### src/rtl/brv32p_pkg.sv
// Shared definitions for the cache-side AXI4-Lite initiator.
package brv32p_pkg;

    typedef enum logic [2:0] {
        IDLE,
        RD_ADDR,
        RD_DATA,
        WR_REQ,
        WR_RESP,
        DONE
    } axil_mst_state_e;

    localparam logic [1:0] RESP_OKAY   = 2'b00;
    localparam logic [1:0] RESP_SLVERR = 2'b10;
    localparam logic [1:0] RESP_DECERR = 2'b11;

    // SLVERR and DECERR are failures; OKAY and EXOKAY are not.
    function automatic logic resp_is_err(input logic [1:0] resp);
        return (resp == RESP_SLVERR) || (resp == RESP_DECERR);
    endfunction

endpackage

### src/rtl/cache_axil_master_if.sv
// AXI4-Lite bus bundle between the cache initiator and the interconnect.
interface cache_axil_master_if;
    logic [31:0] m_araddr;
    logic        m_arvalid;
    logic        m_arready;
    logic [31:0] m_rdata;
    logic [1:0]  m_rresp;
    logic        m_rvalid;
    logic        m_rready;
    logic [31:0] m_awaddr;
    logic        m_awvalid;
    logic        m_awready;
    logic [31:0] m_wdata;
    logic [3:0]  m_wstrb;
    logic        m_wvalid;
    logic        m_wready;
    logic [1:0]  m_bresp;
    logic        m_bvalid;
    logic        m_bready;

    modport master (
        output m_araddr, m_arvalid, m_rready, m_awaddr, m_awvalid,
               m_wdata, m_wstrb, m_wvalid, m_bready,
        input  m_arready, m_rdata, m_rresp, m_rvalid, m_awready,
               m_wready, m_bresp, m_bvalid
    );

    modport slave (
        input  m_araddr, m_arvalid, m_rready, m_awaddr, m_awvalid,
               m_wdata, m_wstrb, m_wvalid, m_bready,
        output m_arready, m_rdata, m_rresp, m_rvalid, m_awready,
               m_wready, m_bresp, m_bvalid
    );
endinterface

### src/rtl/cache_axil_master.sv
// Converts a level-held cache mem_rd/mem_wr request into one AXI4-Lite
// transaction at a time, with a watchdog that forces an error completion.
module cache_axil_master
    import brv32p_pkg::*;
#(
    parameter int unsigned TIMEOUT_CYCLES = 256
) (
    input  logic                       clk,
    input  logic                       rst,
    input  logic [31:0]                mem_addr,
    input  logic                       mem_rd,
    input  logic                       mem_wr,
    input  logic [31:0]                mem_wdata,
    input  logic [3:0]                 mem_wstrb,
    output logic [31:0]                mem_rdata,
    output logic                       mem_valid,
    output logic                       mem_err,
    output logic                       mem_busy,
    cache_axil_master_if.master        axi
);

    localparam int unsigned CNT_W = (TIMEOUT_CYCLES == 0) ? 1 : $clog2(TIMEOUT_CYCLES + 1);
    localparam logic [CNT_W-1:0] CNT_LIMIT = (TIMEOUT_CYCLES == 0) ? '0 : CNT_W'(TIMEOUT_CYCLES - 1);
    localparam bit WD_EN = (TIMEOUT_CYCLES != 0);

    axil_mst_state_e state, state_next;
    logic [CNT_W-1:0] cnt, cnt_next;
    logic        aw_done, aw_done_next, w_done, w_done_next;
    logic [31:0] araddr, araddr_next, awaddr, awaddr_next, wdata, wdata_next;
    logic [3:0]  wstrb, wstrb_next;
    logic        arvalid, arvalid_next, rready, rready_next;
    logic        awvalid, awvalid_next, wvalid, wvalid_next, bready, bready_next;
    logic [31:0] rdata, rdata_next;
    logic        valid, valid_next, err, err_next;
    logic        timeout, aw_hit, w_hit;

    assign timeout = WD_EN && (cnt == CNT_LIMIT);
    assign aw_hit  = awvalid && axi.m_awready;
    assign w_hit   = wvalid && axi.m_wready;

    // Next state, next registered outputs, watchdog and write-acceptance flags.
    always_comb begin
        state_next   = state;
        cnt_next     = cnt;
        aw_done_next = aw_done;
        w_done_next  = w_done;
        araddr_next  = araddr;
        awaddr_next  = awaddr;
        wdata_next   = wdata;
        wstrb_next   = wstrb;
        arvalid_next = arvalid;
        rready_next  = rready;
        awvalid_next = awvalid;
        wvalid_next  = wvalid;
        bready_next  = bready;
        rdata_next   = rdata;
        valid_next   = 1'b0;
        err_next     = 1'b0;

        case (state)
            IDLE:    cnt_next = '0;
            DONE:    cnt_next = cnt;
            default: cnt_next = cnt + 1'b1;
        endcase

        if (state != IDLE && state != DONE && timeout) begin
            // Abandon the transaction: drop every valid/ready, report an error.
            // Read data is zeroed only for reads so mem_rdata keeps its
            // last read value across writes.
            arvalid_next = 1'b0;
            rready_next  = 1'b0;
            awvalid_next = 1'b0;
            wvalid_next  = 1'b0;
            bready_next  = 1'b0;
            if (state == RD_ADDR || state == RD_DATA) begin
                rdata_next = '0;
            end
            valid_next = 1'b1;
            err_next   = 1'b1;
            state_next = DONE;
        end else begin
            case (state)
                IDLE: begin
                    aw_done_next = 1'b0;
                    w_done_next  = 1'b0;
                    if (mem_wr) begin
                        awaddr_next  = {mem_addr[31:2], 2'b00};
                        wdata_next   = mem_wdata;
                        wstrb_next   = mem_wstrb;
                        awvalid_next = 1'b1;
                        wvalid_next  = 1'b1;
                        state_next   = WR_REQ;
                    end else if (mem_rd) begin
                        araddr_next  = {mem_addr[31:2], 2'b00};
                        arvalid_next = 1'b1;
                        state_next   = RD_ADDR;
                    end
                end
                RD_ADDR: begin
                    if (axi.m_arready) begin
                        arvalid_next = 1'b0;
                        rready_next  = 1'b1;
                        state_next   = RD_DATA;
                    end
                end
                RD_DATA: begin
                    if (axi.m_rvalid) begin
                        rready_next = 1'b0;
                        rdata_next  = axi.m_rdata;
                        valid_next  = 1'b1;
                        err_next    = resp_is_err(axi.m_rresp);
                        state_next  = DONE;
                    end
                end
                WR_REQ: begin
                    aw_done_next = aw_done || aw_hit;
                    w_done_next  = w_done || w_hit;
                    if (aw_hit) awvalid_next = 1'b0;
                    if (w_hit)  wvalid_next  = 1'b0;
                    if (aw_done_next && w_done_next) begin
                        bready_next = 1'b1;
                        state_next  = WR_RESP;
                    end
                end
                WR_RESP: begin
                    if (axi.m_bvalid) begin
                        bready_next = 1'b0;
                        valid_next  = 1'b1;
                        err_next    = resp_is_err(axi.m_bresp);
                        state_next  = DONE;
                    end
                end
                DONE:    state_next = IDLE;
                default: state_next = IDLE;
            endcase
        end
    end

    // State and all registered outputs.
    always_ff @(posedge clk or posedge rst) begin
        if (rst) begin
            state   <= IDLE;
            cnt     <= '0;
            aw_done <= 1'b0;
            w_done  <= 1'b0;
            araddr  <= '0;
            awaddr  <= '0;
            wdata   <= '0;
            wstrb   <= '0;
            arvalid <= 1'b0;
            rready  <= 1'b0;
            awvalid <= 1'b0;
            wvalid  <= 1'b0;
            bready  <= 1'b0;
            rdata   <= '0;
            valid   <= 1'b0;
            err     <= 1'b0;
        end else begin
            state   <= state_next;
            cnt     <= cnt_next;
            aw_done <= aw_done_next;
            w_done  <= w_done_next;
            araddr  <= araddr_next;
            awaddr  <= awaddr_next;
            wdata   <= wdata_next;
            wstrb   <= wstrb_next;
            arvalid <= arvalid_next;
            rready  <= rready_next;
            awvalid <= awvalid_next;
            wvalid  <= wvalid_next;
            bready  <= bready_next;
            rdata   <= rdata_next;
            valid   <= valid_next;
            err     <= err_next;
        end
    end

    assign axi.m_araddr  = araddr;
    assign axi.m_arvalid = arvalid;
    assign axi.m_rready  = rready;
    assign axi.m_awaddr  = awaddr;
    assign axi.m_awvalid = awvalid;
    assign axi.m_wdata   = wdata;
    assign axi.m_wstrb   = wstrb;
    assign axi.m_wvalid  = wvalid;
    assign axi.m_bready  = bready;
    assign mem_rdata     = rdata;
    assign mem_valid     = valid;
    assign mem_err       = err;
    assign mem_busy      = (state != IDLE);

endmodule

### src/flat_wrapper.sv
// flat-port wrapper written by rule: the top's interface ports become plain ports
module cache_axil_master_flat import brv32p_pkg::*;
#(
    parameter int unsigned TIMEOUT_CYCLES = 256
)
  (clk, rst, mem_addr, mem_rd, mem_wr, mem_wdata, mem_wstrb, mem_rdata, mem_valid, mem_err, mem_busy, axi_m_araddr, axi_m_arvalid, axi_m_rready, axi_m_awaddr, axi_m_awvalid, axi_m_wdata, axi_m_wstrb, axi_m_wvalid, axi_m_bready, axi_m_arready, axi_m_rdata, axi_m_rresp, axi_m_rvalid, axi_m_awready, axi_m_wready, axi_m_bresp, axi_m_bvalid);
  cache_axil_master_if axi_i ();
  input  logic clk;
  input  logic rst;
  input  logic [31:0] mem_addr;
  input  logic mem_rd;
  input  logic mem_wr;
  input  logic [31:0] mem_wdata;
  input  logic [3:0] mem_wstrb;
  output logic [31:0] mem_rdata;
  output logic mem_valid;
  output logic mem_err;
  output logic mem_busy;
  output wire logic [$bits(axi_i.m_araddr)-1:0] axi_m_araddr;
  output wire logic [$bits(axi_i.m_arvalid)-1:0] axi_m_arvalid;
  output wire logic [$bits(axi_i.m_rready)-1:0] axi_m_rready;
  output wire logic [$bits(axi_i.m_awaddr)-1:0] axi_m_awaddr;
  output wire logic [$bits(axi_i.m_awvalid)-1:0] axi_m_awvalid;
  output wire logic [$bits(axi_i.m_wdata)-1:0] axi_m_wdata;
  output wire logic [$bits(axi_i.m_wstrb)-1:0] axi_m_wstrb;
  output wire logic [$bits(axi_i.m_wvalid)-1:0] axi_m_wvalid;
  output wire logic [$bits(axi_i.m_bready)-1:0] axi_m_bready;
  input wire logic [$bits(axi_i.m_arready)-1:0] axi_m_arready;
  input wire logic [$bits(axi_i.m_rdata)-1:0] axi_m_rdata;
  input wire logic [$bits(axi_i.m_rresp)-1:0] axi_m_rresp;
  input wire logic [$bits(axi_i.m_rvalid)-1:0] axi_m_rvalid;
  input wire logic [$bits(axi_i.m_awready)-1:0] axi_m_awready;
  input wire logic [$bits(axi_i.m_wready)-1:0] axi_m_wready;
  input wire logic [$bits(axi_i.m_bresp)-1:0] axi_m_bresp;
  input wire logic [$bits(axi_i.m_bvalid)-1:0] axi_m_bvalid;
  assign axi_m_araddr = axi_i.m_araddr;
  assign axi_m_arvalid = axi_i.m_arvalid;
  assign axi_m_rready = axi_i.m_rready;
  assign axi_m_awaddr = axi_i.m_awaddr;
  assign axi_m_awvalid = axi_i.m_awvalid;
  assign axi_m_wdata = axi_i.m_wdata;
  assign axi_m_wstrb = axi_i.m_wstrb;
  assign axi_m_wvalid = axi_i.m_wvalid;
  assign axi_m_bready = axi_i.m_bready;
  assign axi_i.m_arready = axi_m_arready;
  assign axi_i.m_rdata = axi_m_rdata;
  assign axi_i.m_rresp = axi_m_rresp;
  assign axi_i.m_rvalid = axi_m_rvalid;
  assign axi_i.m_awready = axi_m_awready;
  assign axi_i.m_wready = axi_m_wready;
  assign axi_i.m_bresp = axi_m_bresp;
  assign axi_i.m_bvalid = axi_m_bvalid;
  cache_axil_master #(.TIMEOUT_CYCLES(TIMEOUT_CYCLES)) u_core (.clk(clk), .rst(rst), .mem_addr(mem_addr), .mem_rd(mem_rd), .mem_wr(mem_wr), .mem_wdata(mem_wdata), .mem_wstrb(mem_wstrb), .mem_rdata(mem_rdata), .mem_valid(mem_valid), .mem_err(mem_err), .mem_busy(mem_busy), .axi(axi_i));
endmodule
### config.mk
export PLATFORM = sky130hd
export DESIGN_NAME = cache_axil_master_flat
export DESIGN_NICKNAME = d
export VERILOG_FILES = /design/src/rtl/brv32p_pkg.sv /design/src/rtl/cache_axil_master_if.sv /design/src/rtl/cache_axil_master.sv /design/src/flat_wrapper.sv
export SDC_FILE = /design/constraint.sdc
export NUM_CORES = 1
export LEC_CHECK = 0
export ABC_AREA = 1
export BUFFER_PORTS_ARGS = -buffer_cell sky130_fd_sc_hd__buf_2
export CAP_MARGIN = 20
export CORE_AREA = 2 2 112 114
export DETAILED_ROUTE_END_ITERATION = 7
export DIE_AREA = 0 0 114 116
export GPL_TIMING_DRIVEN = 1
export PLACE_DENSITY = 0.88
export SYNTH_ARGS = -nofsm -noshare
export SYNTH_HDL_FRONTEND = slang
export SYNTH_SLANG_ARGS = --single-unit
### constraint.sdc
create_clock -name clk -period 15.1 [get_ports clk]
set_input_delay 3.02 -clock clk [delete_from_list [all_inputs] [get_ports clk]]
set_output_delay 3.02 -clock clk [all_outputs]
set_load 0.03 [all_outputs]
* After elaboration in Yosys (flattened, before gate mapping) *
Index checks and enable logic that the tools add are counted.

operators by class
  bitwise logic cells = 2
  mux-type cells = 43
  add/subtract/negate cells = 1
  reduce and logical (&&, ||, !) cells = 29
  equal/unequal tests = 22

operators with widths
  kind                                                                     number
  32-bit two-way mux                                                       4
  1-bit two-way mux                                                        21
  3-bit two-way mux                                                        7
  3-bit by 2-bit inequality test with 1-bit output, second input constant  6
  1-bit one-hot mux with 2 select lines                                    9
  9-bit one-hot mux with 2 select lines                                    1
  3-bit AND reduction                                                      6
  3-bit one-hot mux with 5 select lines                                    1
  3-bit nonzero test                                                       5
  9-bit by 1-bit adder with 9-bit output, second input constant            1
  9-bit by 8-bit == test with 1-bit output, second input constant          1
  3-bit by 1-bit inequality test with 1-bit output, second input constant  3
  2-bit == test, second input constant                                     4
  4-bit AND reduction                                                      2
  3-bit by 2-bit == test with 1-bit output, second input constant          2
  3-bit == test, second input constant                                     2
  2-bit nonzero test                                                       3
  1-bit logical AND                                                        5
  1-bit logical OR                                                         5
  5-bit AND reduction                                                      1
  4-bit by 3-bit inequality test with 1-bit output, second input constant  1
  3-bit by 1-bit == test with 1-bit output, second input constant          1
  3-bit zero test                                                          1
  3-bit inequality test, second input constant                             1
  other kinds (3)                                                          4

storage, ports and cells
  flip-flop bits (word level) = 149
  input bits = 113

* Logic depth before layout (Yosys ltp) *
  word-level depth = 6
  mapped depth = 13
  mapped depth without buffers = 13

* Least setup slack after synthesis *
No wires, ideal clock.

  path kind = input to register
  start = input port axi_m_rvalid
  end = register u_core.rdata[10], in the netlist u_core.mem_rdata[10]
  stages = 5
  setup slack = 11.239 ns
  arrival = 3.784 ns
  path through = nand4_1 -> a21boi_4 -> buf_2 -> nand3_1 -> o21ai_1

on the way
  longest elaborated chain between the ends = 2

ends and longest elaborated chain
  what                           RTL line                  RTL
  start, declared                flat_wrapper.sv:31        input wire logic [$bits(axi_i.m_rvalid)-1:0] axi_m_rvalid;
  2-bit nonzero test (no line)   n/a
  3-bit AND reduction (no line)  n/a
  end signal, assigned           cache_axil_master.sv:172  rdata <= rdata_next;
  end, declared                  cache_axil_master.sv:33   logic [31:0] rdata, rdata_next;

Every way passes these cells.
A chain may end at the register's enable or synchronous reset.

* Worst setup path after layout *
  start = input port mem_wr
  end = register u_core.awvalid, in the netlist u_core.axi.m_awvalid

on the way
  longest elaborated chain between the ends = 2

ends and longest elaborated chain
  what                                                        RTL line                  RTL
  start, declared                                             flat_wrapper.sv:12        input logic mem_wr;
  3-bit by 2-bit inequality test with 1-bit output (no line)  n/a
  3-bit AND reduction (no line)                               n/a
  end signal, assigned                                        cache_axil_master.sv:169  awvalid <= awvalid_next;
  end, declared                                               cache_axil_master.sv:32   logic awvalid, awvalid_next, wvalid, wvalid_next, bready, bready_next;

Every way passes these cells.

==> impl_metrics.json <==
{
  "num_rows": 40,
  "pwr-share-comb_pct": 45.1,
  "clockRootBuffer": "clkbuf_16",
  "fin_nets": 1059,
  "cts.sinks": 149,
  "switchingPower_mw": 0.917,
  "wl_um": 15400,
  "final_cells": 1104,
  "ys_seq_area_share_pct": 61.1,
  "postCtsSetupBuffers": 0,
  "netlist_instances": 707,
  "htreeDepth": 4,
  "synthesis.area_um2": 6100,
  "core_area_um2": 11900,
  "synth_edf_count": 0,
  "endpoint_kind": "register",
  "async_reset_ff_share_pct": 100,
  "rrSetupSlack_ns": 12.25,
  "crit_cells": 8,
  "required_ns": 15.44,
  "num-fill-cells": 966,
  "seqPwrFrac_pct": 34.4,
  "max_slew_margin_pct": 30.0,
  "ys_ff_latch": 149,
  "cts_tree": "built",
  "grt_pass1_vias": 5154,
  "hold_depth": 2,
  "grt-ovfl-total": 0,
  "start_kind": "input port",
  "tns_ns": 0,
  "clkPwrFrac_pct": 20.5,
  "antenna_found_initial": 0,
  "yosysMostFrequentCell": "nand2_1",
  "crit_path_max_incr_delay_ns": 0.58,
  "cp.arrival_ns": 5.06,
  "die_area_um2": 13200,
  "muxShareOfSynthArea_pct": 0,
  "crit_buf_inv": 4,
  "synth_area_leaders": "dfrtp_1 (61%), nand2_1 (21%), nand3_1 (3.9%), inv_1 (3.1%), o21ai_1 (2.4%)",
  "yosysWarnings": 0,
  "grt_usage_pct": 23.5,
  "maxCapViolations": 0,
  "timing.rr.start": "u_core.cnt[0]",
  "grt_max_degree": 78,
  "die_y_um": 116,
  "worst_pin_slew_ns": 1.05,
  "initial_core_util_pct": 51.2,
  "antenna_left": 0,
  "cp_cell_sequence": "buf_2, nand3_2, buf_4, inv_2, buf_4, o21ai_0, nand2_1, nand2_1",
  "hold_violations": 0,
  "endpoint": "u_core.axi.m_awvalid",
  "rsz0062_at_grt": "no",
  "regToRegEndpoint": "u_core.mem_rdata[26]",
  "drt_iter0_markers": 361,
  "rr_worst_depth": 11,
  "firstDrtPassIters": 7,
  "io_buffers": 244,
  "hold_slack_ns": 0.473,
  "boundaryPins": 253,
  "cpMaxStageDelayCell": "buf_4",
  "cts.clk_slew.worst_paths_ns": 0.06,
  "dp_hpwl_um": 10500,
  "wl_per_cell_um": 13.9,
  "die_width_um": 114,
  "clockBufferDepth": 2,
  "viasPerCell": 4.85,
  "crit_family": "buffers and inverters",
  "synth.top_cells.by_count": "nand2_1 (340), dfrtp_1 (149), inv_1 (51)",
  "vias": 5357,
  "yosys.area_share.adder_pct": 0.410,
  "finalSetupViolCount": 0,
  "synth.largest_area_cell": "dfrtp_1",
  "synth_top_area_share_pct": 61.1,
  "synth_xor_xnor_area_share_pct": 0.287,
  "status": "finished, final reports clean",
  "p_leak_nw": 4.58,
  "slew_violations": 0,
  "power_density_nw_per_um2": 249,
  "ir_drop_mv": 0.123,
  "clock_latency_ns": 0.41,
  "synth-simple-area-share_pct": 27.2,
  "post_cts_resized": 0,
  "ys_types": 29,
  "area_growth_pct": 30.7,
  "synth_compound_area_share_pct": 4.84,
  "syn_area_per_cell_um2": 8.63,
  "synth_ff_type": "dfrtp_1",
  "drc": 0,
  "ctsHoldBuffers": 0,
  "p_int_mw": 1.07,
  "fin_crit_ns": 4.72,
  "drive_gt1_share_pct": 30.4,
  "numCtsBuffers": 17,
  "gp_congestion": 0.837,
  "fmax_mhz": 212,
  "grt_pass1_wl_um": 24200,
  "post-place-cells": 1072,
  "skew_ns": 0.0119,
  "hold_class": "register to register",
  "path_max_fanout": 71,
  "antennaDiodeCount": 0,
  "switching_share_pct": 46.2,
  "critical_path.startpoint": "mem_wr",
  "synth_top_family_by_area": "simple AND/OR/NAND/NOR gates",
  "finalCritPeriodShare_pct": 31.3,
  "critical_path_class": "input port to register"
}
## cell families after synthesis
| kind of cell | count (synthesis) |
|---|---|
| xor gates and xnor gates | 2 |
| AOI/OAI and AO/OA | 53 |
| other | 1 |
| DFF | 149 |
| buffers and inverters | 88 |
| adders and majority gates | 2 |
| and+or+nand+nor | 412 |
## routing by layer
layer  routed length [um]  track usage, %  part of all wire (%)  vias to the layer above
li1                     -               -                     -                     2662
met1                 6330            29.3                    41                     2453
met2                 7560            39.2                    49                      224
met3                 1280            7.01                   8.3                       18
met4                  205            8.46                   1.3                        0
met5                    0               0                     0                        -
## worst min path at each step
stage                                       from                     end
final                     u_core.axi.m_wdata[19]  u_core.axi.m_wdata[19]
after CTS                 u_core.axi.m_wdata[19]  u_core.axi.m_wdata[19]
after detailed placement  u_core.axi.m_wdata[19]  u_core.axi.m_wdata[19]
after global routing      u_core.axi.m_araddr[3]  u_core.axi.m_araddr[3]
after floorplan                    u_core.cnt[7]           u_core.cnt[7]
after global placement       u_core.axi.m_rready     u_core.axi.m_rready
## worst min-delay path, stage by stage (launching register included)
cell,delay (ns)
dfrtp_1,0.33
nand2_1,0.05
nand2_1,0.05
## power groups by stage
stage               registers (mW)  clock network, mW  logic (mW)
floorplan                     1.02                  0       0.282
global placement             0.677                  0       0.880
detailed placement           0.681                  0       0.904
CTS                          0.682              0.415       0.904
global route                 0.704              0.435       0.976
finish                       0.684              0.406       0.895
## sequential cells by signal (all words and copies together) (netlist names)
name,flops
u_core.aw_done,1
u_core.axi.m_araddr,30
u_core.axi.m_arvalid,1
u_core.axi.m_awaddr,30
u_core.axi.m_awvalid,1
u_core.axi.m_bready,1
u_core.axi.m_rready,1
u_core.axi.m_wdata,32
u_core.axi.m_wstrb,4
u_core.axi.m_wvalid,1
u_core.cnt,9
u_core.mem_err,1
u_core.mem_rdata,32
u_core.mem_valid,1
u_core.state,3
u_core.w_done,1
## layout make-up
type / instances / area (um^2) / area share [%]
timing repair buffer: 249 / 1260 / 15.8
multi-input combinational: 473 / 2010 / 25.3
clock inverter: 12 / 119 / 1.49
tap: 147 / 184 / 2.31
clock buffer: 20 / 457 / 5.73
sequential: 149 / 3730 / 46.8
inverter: 54 / 208 / 2.61
## cell usage in the layout, fill, tap and decap left out, types with 2 or more instances in the layout
cell,n
buf_4,5
a21boi_0,2
conb_1,4
o21ai_1,29
nand2_1,340
clkinv_4,3
clkbuf_8,2
a21oi_1,3
nor2_1,12
inv_2,3
dfrtp_1,149
nand3_2,2
clkinvlp_4,3
nand3b_1,3
nand4_1,4
inv_6,5
o21ai_0,12
buf_2,244
nand3_1,47
clkbuf_16,17
ha_1,2
o22ai_1,3
inv_1,50
## stage by stage
| stage | cell area (um^2) | power, mW | worst slack [ns] | util [%] |
|---|---|---|---|---|
| 2_1_floorplan | 6110 | 1.31 | 8.07 | - |
| 3_3_place_gp | 7390 | 1.56 | 10.01 | 62.1 |
| 3_5_place_dp | 7390 | 1.58 | 9.96 | 62.1 |
| 4_1_cts | 7970 | 2.00 | 10.39 | 66.9 |
| 5_1_grt | 7970 | 2.12 | 10.26 | 66.9 |
| 6_report | 7970 | 1.98 | 10.38 | 66.9 |
(Power assumes the default switching activity.)
